$ cat config.mk
export PLATFORM = sky130hd
export DESIGN_NAME = reflex_round_sequencer
export DESIGN_NICKNAME = d
export VERILOG_FILES = /design/src/rtl/reflex_round_sequencer.sv
export SDC_FILE = /design/constraint.sdc
export NUM_CORES = 1
export LEC_CHECK = 0
export CAP_MARGIN = 20
export CORE_AREA = 2 2 58 82
export CTS_CLUSTER_DIAMETER = 60
export DETAILED_ROUTE_END_ITERATION = 6
export DIE_AREA = 0 0 60 84
export PLACE_DENSITY_LB_ADDON = 0.05
export SLEW_MARGIN = 20
export SYNTH_ARGS = -nofsm -noshare
export SYNTH_HDL_FRONTEND = slang
export SYNTH_SLANG_ARGS = --single-unit
export TNS_END_PERCENT = 5
$ cat constraint.sdc
create_clock -name clock -period 2.1 [get_ports clock]
set_clock_uncertainty 0.1 [all_clocks]
set_input_delay 0.21 -clock clock [delete_from_list [all_inputs] [get_ports clock]]
set_output_delay 0.21 -clock clock [all_outputs]
set_load 0.01 [all_outputs]
$ cat src/rtl/reflex_round_sequencer.sv
// Reflex game round sequencer: start synchroniser, LOAD/PLAY/RESULT round loop, saturating score.
// Optional REFLEX_SEQ_EARLY_FINISH_EN closes the play window as soon as the mismatch vector is zero.
module reflex_round_sequencer #(
    parameter int PLAY_CYCLES   = 199,
    parameter int RESULT_CYCLES = 10,
    parameter int ROUNDS        = 4,
    parameter int SCORE_W       = 4
) (
    input  logic               clock,
    input  logic               rst_n,
    input  logic               start,
    input  logic [7:0]         mismatch,
    output logic               code_load,
    output logic               input_clear,
    output logic               play_active,
    output logic               correct_light,
    output logic               incorrect_light,
    output logic [SCORE_W-1:0] score,
    output logic [2:0]         round,
    output logic               game_over
);
    // state  | meaning
    // IDLE   | waiting for first start, all outputs low
    // LOAD   | one cycle: reload code, clear player input
    // PLAY   | play window open, timer runs
    // RESULT | correct/incorrect light shown
    // DONE   | game finished, score/round held
    typedef enum logic [2:0] {IDLE, LOAD, PLAY, RESULT, DONE} state_t;

    localparam int MAX_CYC = (PLAY_CYCLES > RESULT_CYCLES) ? PLAY_CYCLES : RESULT_CYCLES;
    localparam int TW      = $clog2(MAX_CYC + 1);

    state_t             r_state;
    logic [TW-1:0]      r_timer;
    logic               r_sync1, r_sync2, r_sync3, r_start_pulse;
    logic               r_code_load, r_input_clear, r_play_active;
    logic               r_correct, r_incorrect, r_game_over;
    logic [SCORE_W-1:0] r_score;
    logic [2:0]         r_round;

    logic w_hit, w_play_last, w_result_last, w_window_end;

    assign w_hit         = (mismatch == 8'h00);
    assign w_play_last   = (r_timer == TW'(PLAY_CYCLES - 1));
    assign w_result_last = (r_timer == TW'(RESULT_CYCLES - 1));
`ifdef REFLEX_SEQ_EARLY_FINISH_EN
    assign w_window_end  = w_play_last || w_hit;
`else
    assign w_window_end  = w_play_last;
`endif

    always_ff @(posedge clock or negedge rst_n) begin
        if (!rst_n) begin
            r_state       <= IDLE;
            r_timer       <= '0;
            r_sync1       <= 1'b0;
            r_sync2       <= 1'b0;
            r_sync3       <= 1'b0;
            r_start_pulse <= 1'b0;
            r_code_load   <= 1'b0;
            r_input_clear <= 1'b0;
            r_play_active <= 1'b0;
            r_correct     <= 1'b0;
            r_incorrect   <= 1'b0;
            r_game_over   <= 1'b0;
            r_score       <= '0;
            r_round       <= '0;
        end else begin
            r_sync1       <= start;
            r_sync2       <= r_sync1;
            r_sync3       <= r_sync2;
            r_start_pulse <= r_sync2 & ~r_sync3;
            r_code_load   <= 1'b0;
            r_input_clear <= 1'b0;
            case (r_state)
                IDLE, DONE: begin
                    if (r_start_pulse) begin
                        r_state       <= LOAD;
                        r_timer       <= '0;
                        r_score       <= '0;
                        r_round       <= '0;
                        r_game_over   <= 1'b0;
                        r_code_load   <= 1'b1;
                        r_input_clear <= 1'b1;
                    end
                end
                LOAD: begin
                    r_state       <= PLAY;
                    r_timer       <= '0;
                    r_play_active <= 1'b1;
                end
                PLAY: begin
                    if (w_window_end) begin
                        r_state       <= RESULT;
                        r_timer       <= '0;
                        r_play_active <= 1'b0;
                        r_correct     <= w_hit;
                        r_incorrect   <= ~w_hit;
                        r_round       <= r_round + 3'd1;
                        if (w_hit && (r_score != '1))
                            r_score <= r_score + SCORE_W'(1);
                    end else begin
                        r_timer <= r_timer + TW'(1);
                    end
                end
                RESULT: begin
                    if (w_result_last) begin
                        r_timer     <= '0;
                        r_correct   <= 1'b0;
                        r_incorrect <= 1'b0;
                        if (r_round == 3'(ROUNDS)) begin
                            r_state     <= DONE;
                            r_game_over <= 1'b1;
                        end else begin
                            r_state       <= LOAD;
                            r_code_load   <= 1'b1;
                            r_input_clear <= 1'b1;
                        end
                    end else begin
                        r_timer <= r_timer + TW'(1);
                    end
                end
                default: r_state <= IDLE;
            endcase
        end
    end

    assign code_load       = r_code_load;
    assign input_clear     = r_input_clear;
    assign play_active     = r_play_active;
    assign correct_light   = r_correct;
    assign incorrect_light = r_incorrect;
    assign score           = r_score;
    assign round           = r_round;
    assign game_over       = r_game_over;
endmodule

==> flow_metrics.py <==
metrics = {
    "outcome": {
        "status": "finished clean",
    },
    "sta": {
        "tightest_slew_ns": 0.426,
        "max_slew_margin_pct": 71.2,
        "rsz0062_at_grt": "no",
        "max_freq_ghz": 0.493,
        "hold_viol": 0,
        "holdWs_ns": 0.201,
        "finalSetupViolCount": 0,
        "fin_ws_ns": 0.0711,
        "fin_crit_sh_pct": 96.6,
        "drv_slew": 0,
        "fin_crit_ns": 2.03,
    },
    "power": {
        "powerDensity_nw_per_um2": 1020,
        "ir_worst_vdd_v": 0.000500,
        "leakage_uw": 0.000830,
        "pwr-share-seq_pct": 37.8,
        "internal-power_uw": 1230,
        "switchingPower_uw": 726,
        "fin_total_pwr_uw": 1960,
        "combinationalPowerShare_pct": 46.3,
        "p_sw_share_pct": 37.1,
        "clkPwrFrac_pct": 16.0,
    },
    "die": {
        "ios": 24,
        "core_um2": 4390,
        "rows": 29,
        "die_area_um2": 5040,
        "initial_utilization_pct": 33.0,
        "die-width_um": 60,
        "fp.dieH_um": 84,
    },
    "critical_path": {
        "cp_max_fo": 4,
        "r2r_end": "r_timer[4]",
        "start_kind": "register",
        "path_cells": "inv_1 -> ha_1 -> or3b_2 -> o21ba_2 -> or2_2 -> a22o_1",
        "crit_path_end_kind": "register",
        "cp.arrival_ns": 2.10,
        "reg2reg_slack_ns": 0.07,
        "critPathKind": "register to register",
        "reg2reg_from": "r_timer[1]",
        "r2r_cells": 6,
        "crit_required_ns": 2.17,
        "cp.buffers_inverters": 1,
        "path_delay_family": "simple AND/OR/NAND/NOR gates",
        "critPathMaxStageDelay_ns": 0.49,
        "slowest_stage": "or3b_2",
    },
    "cts": {
        "path_clk_slew_ns": 0.11,
        "cts_buffers": 3,
        "hold_buffers": 0,
        "cts_tree": "yes",
        "cts_sinks": 27,
        "htreeDepth": 1,
        "cts_root_buf": "clkbuf_8",
        "worstSkewPairLatency_ns": 0.28,
        "clockBufferDepth": 2,
    },
    "hold_path": {
        "hold_class": "primary input to asynchronous set/reset pin",
    },
    "finish": {
        "nNetsFinal": 200,
        "layout.cells.non_filler": 244,
        "num_antenna_cells": 0,
        "drive_above_1_share_pct": 20.9,
        "syn_to_final_growth_pct": 32.0,
    },
    "logic_synthesis": {
        "ys_ff_latch": 27,
        "synth_edf_count": 0,
        "yosysWarnings": 0,
        "synth_nets": 159,
        "avgSynthCellArea_um2": 10.2,
        "syn_inst": 142,
        "synthFlopType": "dfrtp_1",
        "syn_area_um2": 1450,
        "yosys.cell_types.count": 49,
        "async_flop_share_pct": 100,
        "synth-seq-area-share_pct": 46.6,
    },
    "route": {
        "drc": 0,
        "drt_first_iter_violations": 29,
        "routedWlPerCell_um": 13.4,
        "dr.pass1.iters": 4,
        "postRouteAntennaNets": 0,
        "viasPerCell": 4.89,
        "vias": 1193,
        "routed_wl_um": 3270,
    },
    "place": {
        "dp_hpwl_um": 2570,
        "pre_cts_slack_ns": -0.0606,
        "portBuffers": 23,
        "placed_cells": 240,
        "place_congestion": 0.794,
    },
    "global_route": {
        "grt_pass1_vias": 1191,
        "track_usage_pct": 14.5,
        "grt_max_degree": 28,
        "overflow": 0,
        "grt_pass1_wl_um": 5560,
        "antenna_found_initial": 0,
    },
    "run": {
        "maxCapViolCount": 0,
    },
}
timing repair:
action,CTS,global route
setup endpoints to repair,0,9
buffers inserted,0,0
gates resized for setup,0,3
worst max-delay path by stage:
stage | start | to | slack, ns | depth (start not counted)
global placement | mismatch[1] | score[0] | -0.02 | 5
CTS | r_state[0] | score[0] | 0.01 | 4
global route | r_timer[1] | r_timer[4] | 0.004 | 6
detailed placement | mismatch[4] | score[0] | -0.06 | 5
finish | r_timer[1] | r_timer[4] | 0.07 | 6
floorplan | r_timer[1] | r_timer[5] | 0.17 | 7
registers in the layout, indices dropped and copies added, names as in the netlist:
register,count
r_timer,8
score,4
r_state,3
round,3
correct_light,1
game_over,1
incorrect_light,1
input_clear,1
play_active,1
r_start_pulse,1
r_sync1,1
r_sync2,1
r_sync3,1
metrics by stage:
step	utilization [%]	area, µm²	TNS (ns)
finish	43.6	1910	0
global route	43.6	1910	0
detailed placement	42.3	1860	-0.0977
floorplan	-	1450	0
global placement	42.3	1860	-0.0178
CTS	43.5	1910	0
final cells by class:
| type | count | area, µm² |
|---|---|---|
| Multi-Input combinational cell | 98 | 702 |
| Fill cell | 440 | 2480 |
| Tap cell | 62 | 77.6 |
| Sequential cell | 27 | 676 |
| Clock buffer | 3 | 41.3 |
| Timing Repair Buffer | 41 | 365 |
| Inverter | 12 | 45.0 |
| Clock inverter | 1 | 7.51 |
power by group through the flow:
stage / logic (µW) / clock network, µW / registers [µW]
2_1_floorplan: 532 / 0 / 757
3_3_place_gp: 897 / 0 / 746
3_5_place_dp: 905 / 0 / 750
4_1_cts: 909 / 321 / 739
5_1_grt: 1020 / 341 / 762
6_report: 906 / 313 / 740
synthesized netlist by cell type (all sizes together) (2+ instances only):
master / instances / share of area (%)
o21bai: 2 / 1.0
and2: 2 / 0.86
nor2: 8 / 2.1
a22oi: 3 / 1.6
nor3: 7 / 3.1
inv: 12 / 3.1
a22o: 3 / 1.8
buf: 4 / 2.0
or2: 2 / 0.86
nand2b: 2 / 0.86
o22ai: 2 / 0.86
and3: 2 / 0.86
o21ai: 10 / 3.5
nand2: 8 / 2.1
ha: 6 / 5.2
nand3: 5 / 1.7
or3b: 4 / 2.6
mux2i: 3 / 2.1
dfrtp: 27 / 47
o21a: 3 / 2.1
a21oi: 2 / 0.69
mux2: 2 / 1.6
nor4: 4 / 2.2
kinds of logic (layout without fill, tap and decap cells):
| family | after synthesis | after routing | share of synthesized area, % |
|---|---|---|---|
| XOR/XNOR | 1 | 1 | 0.604 |
| buffers and inverters | 17 | 57 | 5.44 |
| multiplexers | 5 | 5 | 3.62 |
| adder cells (fa/ha/maj) | 6 | 6 | 5.18 |
| AO/OA/AOI/OAI | 34 | 34 | 16.7 |
| flip-flops | 27 | 27 | 46.6 |
| AND/OR/NAND/NOR | 52 | 52 | 21.8 |
worst register-to-register path: cells and delay by family (launching register included):
family,cells,cell delay [ns]
and+or+nand+nor,2,0.76
AOI/OAI and AO/OA,2,0.45
DFF,1,0.40
adders and majority gates,1,0.13
buffers and inverters,1,0.08
routing by layer:
layer | track usage (%) | share of wire [%]
met5 | 0 | 0
met3 | 1.86 | 2.0
met4 | 5.25 | 1.5
met2 | 25.0 | 55
met1 | 17.6 | 42
layout by cell type, fill, tap and decap left out, drive strengths merged, types with 3 or more instances in the layout:
cell type,Yosys,final
nand3,5,5
mux2i,3,3
o21a,3,3
ha,6,6
a22o,3,3
a22oi,3,3
inv,12,12
nor2,8,8
clkdlybuf4s50,0,23
dfrtp,27,27
or3b,4,4
clkbuf,1,3
nand2,8,8
nor4,4,4
nor3,7,7
o21ai,10,10
buf,4,18
No activity file was read; power rests on OpenSTA's default activity.
==> variant 1 (same flow settings) <==
Register the inputs `start` and `mismatch` before use, cleared by the reset. The logic sees them one clock later.
--- a/src/rtl/reflex_round_sequencer.sv
+++ b/src/rtl/reflex_round_sequencer.sv
@@ -32,2 +32,15 @@
 
+    logic start_q;
+    logic [7:0] mismatch_q;
+
+    always_ff @(posedge clock or negedge rst_n) begin
+        if (!rst_n) begin
+            start_q    <= '0;
+            mismatch_q <= '0;
+        end else begin
+            start_q    <= start;
+            mismatch_q <= mismatch;
+        end
+    end
+
     state_t             r_state;
@@ -42,3 +55,3 @@
 
-    assign w_hit         = (mismatch == 8'h00);
+    assign w_hit         = (mismatch_q == 8'h00);
     assign w_play_last   = (r_timer == TW'(PLAY_CYCLES - 1));
@@ -68,3 +81,3 @@
         end else begin
-            r_sync1       <= start;
+            r_sync1       <= start_q;
             r_sync2       <= r_sync1;
Function: changed (Yosys sat finds a counterexample within 10 cycles, from zero or initial values and one cycle with rst_n low).
==> variant 1 against the unedited design <==
Sequential power grew 26%. Hold slack gained 0.030 ns. Wire length grew 11%. Worst setup slack gained 0.089 ns. Critical path type unchanged. Power grew 14%. Sequential cell count grew 9. Final area grew 13%. Highest routed layer unchanged. Synthesized area grew 19%. Count of clock-buffer cells in the layout grew 2. Maximum frequency grew 4.6%. First-iteration DRC count grew 31%.
==> variant 1: results (changes against the unedited design) <==
[sta]
worst_pin_slew_ns=0.494  ; +0.0679 ns
whs_ns=0.231  ; +0.0302 ns

[cts]
clk_pin_slew_ns=0.08  ; -0.03 ns
cts_made_buffers=5  ; +2
postCtsSetupRepairBufs=0  ; unchanged

[worst_setup_path]
slowest_stage=dfrtp_1
rrSetupSlack_ns=0.16  ; +0.09 ns
cp_max_fo=10  ; +6
cp.arrival_ns=2.02  ; -0.08 ns
cp_slowest_stage_delay_ns=0.43  ; -0.06 ns
cp-startpoint=r_timer[0]
crit_end=score[0]

[grt]
grt_pass1_wl_mm=6.45  ; +16%
grt.met2_usage=0.295  ; +0.0455
grt_max_degree=37  ; +32%
gr-usage-met3=0.0496  ; +0.0310
met1_usage=0.186  ; +0.00996
track_usage=0.171  ; +0.0261

[place]
hpwl_mm=2.75  ; +6.6%
gp_congestion=0.863  ; +8.7%

[run_status]
status=finished clean

[routing]
totalWireLength_mm=3.64  ; +11%
wl_met2_mm=2.09  ; +17%
drt_iter0_drc=38  ; +31%
vias=1277  ; +7.0%

[synthesis]
synth.net_count=170  ; +6.9%
ys_seq_area_frac=0.521  ; +0.0547
synth_area_leaders=dfrtp_1 (52%), ha_1 (4.3%), nand2_1 (3.5%)
synth_cell_type_count=46  ; -6.1%
synth_commonest_cells=dfrtp_1 (36), nand2_1 (16), inv_1 (8), nor2_1 (8), o21ai_0 (8)

[power]
pg_seq_mw=0.930  ; +26%
leakagePower_nw=0.905  ; +9.0%
ir_worst_vdd_mv=0.479  ; -4.2%
swShare=0.362  ; -0.00861
powerClk_mw=0.492  ; +57%

[layout]
drive_gt1_frac=0.166  ; -0.0430
multi_input_area_sq_um=774  ; +10%

## variant 1: cell type report
cell class,count,share of cell area
inverters,8,0.0139
flip-flops and latches,36,0.417
well taps,62,0.0359
clock buffers,5,0.0318
multi-input cells,104,0.358
clock inverters,3,0.00869
repair buffers,31,0.134
## variant 1: kinds of logic after synthesis
kind of cell    after synthesis  synth area share
simple gates                 60             0.220
flops                        36             0.521
compound gates               31             0.129
buf+inv                      13            0.0455
fa+ha+maj                     6            0.0434
mux                           5            0.0318
xor+xnor                      2            0.0101
## variant 1: worst reg2reg max path: stages (launching register included)
cell and delay, ns:
dfrtp_1 0.43, inv_1 0.12, ha_1 0.15, nor3b_4 0.27
a21oi_4 0.16, nor3_2 0.29, mux2_4 0.32
## variant 1: stage by stage
step | setup WS (ns) | instances
2_1_floorplan | 0.257 | 153
3_3_place_gp | 0.128 | 241
3_5_place_dp | 0.0979 | 241
4_1_cts | 0.0796 | 249
5_1_grt | 0.0367 | 249
6_report | 0.160 | 249
==> variant 2 (same flow settings) <==
Without the edit above. Set the parameter `SCORE_W` to 3 (it was 4).
--- a/src/rtl/reflex_round_sequencer.sv
+++ b/src/rtl/reflex_round_sequencer.sv
@@ -6,3 +6,3 @@
     parameter int ROUNDS        = 4,
-    parameter int SCORE_W       = 4
+    parameter int SCORE_W       = 3
 ) (
Interface: changed (resized score); port bits go from 24 to 23. No check against the original RTL was run, so the function may have changed too.
==> variant 2 against the unedited design <==
Final area shrank 8.1%. Power is 8.8% lower. Worst setup slack better by 0.13 ns. Critical endpoint is now r_timer[6]. Synthesized cell count down 4.2%. Wire length down 5.2%. Non-clock buffer count shrank 13. Synthesized area fell by 5.7%. Maximum frequency rose by 7.1%. Sequential cell count down 1. Combinational power down 29%.
==> variant 2: results (changes against the unedited design) <==
[cts]
cts_sinks=26  ; -3.7%

[layout]
seqCellArea_sq_um=651  ; -3.7%
fin_nets=183  ; -8.5%
multi_input_cells=97  ; -1.0%
final-clk-cell-share=0.0405  ; +0.0151
nNonClkInverters=9  ; -3
drive_gt1_frac=0.0976  ; -0.111
multi_input_area_share=0.376  ; +0.00887
fin_area_sq_um=1760  ; -8.1%
nNonClkBuffers=28  ; -32%

[place]
hpwl_mm=2.38  ; -7.6%
dpl_cell_area_sq_um=1690  ; -9.2%
dp_slack_ns=0.166  ; +0.226 ns
gp_congestion=0.784  ; -1.2%
dp_cells=222  ; -7.5%
io_buffer_count=22  ; -4.3%

[worst_setup_path]
cp-startpoint=r_timer[0]
r2r-end=r_timer[6]
slowest_stage=dfrtp_1
rrSetupSlack_ns=0.21  ; +0.13 ns
cp.arrival_ns=1.93  ; -0.17 ns

[power]
pg_seq_mw=0.728  ; -2%
ir_worst_vdd_mv=0.406  ; -19%
swShare=0.357  ; -0.0133
leakagePower_nw=0.800  ; -3.6%
power_frac_comb=0.361  ; -0.102
power.share.clock=0.233  ; +0.073

[synthesis]
synth_cell_type_count=43  ; -12%
synth_area_leaders=dfrtp_1 (48%), ha_1 (6.4%), nand2_1 (4.7%)
synth.net_count=154  ; -3.1%
ys_seq_area_frac=0.476  ; +0.00984
synth_compound_area_frac=0.173  ; +0.00553
muxShareOfSynthArea=0.0229  ; -0.0134
synth_commonest_cells=dfrtp_1 (26), nand2_1 (17), nor2_1 (11)
netlist_instances=136  ; -4.2%

[grt]
gr-usage-met3=0.0202  ; +0.00155
grt_pass1_wl_mm=5.53  ; -0.63%
track_usage=0.143  ; -0.00171
first_global_vias=1241  ; +4.2%

[run_status]
status=finished clean

[sta]
period_needed_ns=1.89  ; -0.135 ns
whs_ns=0.197  ; -0.00353 ns
worst_pin_slew_ns=0.416  ; -0.00979 ns

[routing]
wl_met2_mm=1.66  ; -7.2%
wl_met1_mm=1.29  ; -5.7%
viasPerCell=4.90  ; +0.27%
dr_wl_met3_microns=90  ; +38%
totalWireLength_mm=3.10  ; -5.2%
drt_iter0_drc=49  ; +69%
wl_per_cell_microns=13.7  ; +2.3%

==> variant 2: cell types whose count changed in the layout (fill, tap and decap cells not counted), sizes merged, moves of 3 or more <==
| cell | unedited run | this run |
|---|---|---|
| buf | 18 | 6 |
| nand2 | 8 | 17 |
| inv | 12 | 9 |
| nand3 | 5 | 2 |
| nor2 | 8 | 11 |
| nor3 | 7 | 4 |
| nor3b | 1 | 4 |
| or3b | 4 | 1 |
==> variant 2: critical path: cells and delay by family (launching register included) <==
family | cells | cell delay [ns]
AND/OR/NAND/NOR | 2 | 0.66
buffers and inverters | 1 | 0.10
flip-flops | 1 | 0.43
AO/OA/AOI/OAI | 2 | 0.31
adder cells (fa/ha/maj) | 1 | 0.15
==> variant 2: cell families after synthesis <==
group / after synthesis
AND/OR/NAND/NOR: 54
multiplexers: 3
XOR/XNOR: 1
adder cells (fa/ha/maj): 7
flip-flops: 26
buffers and inverters: 13
AO/OA/AOI/OAI: 32
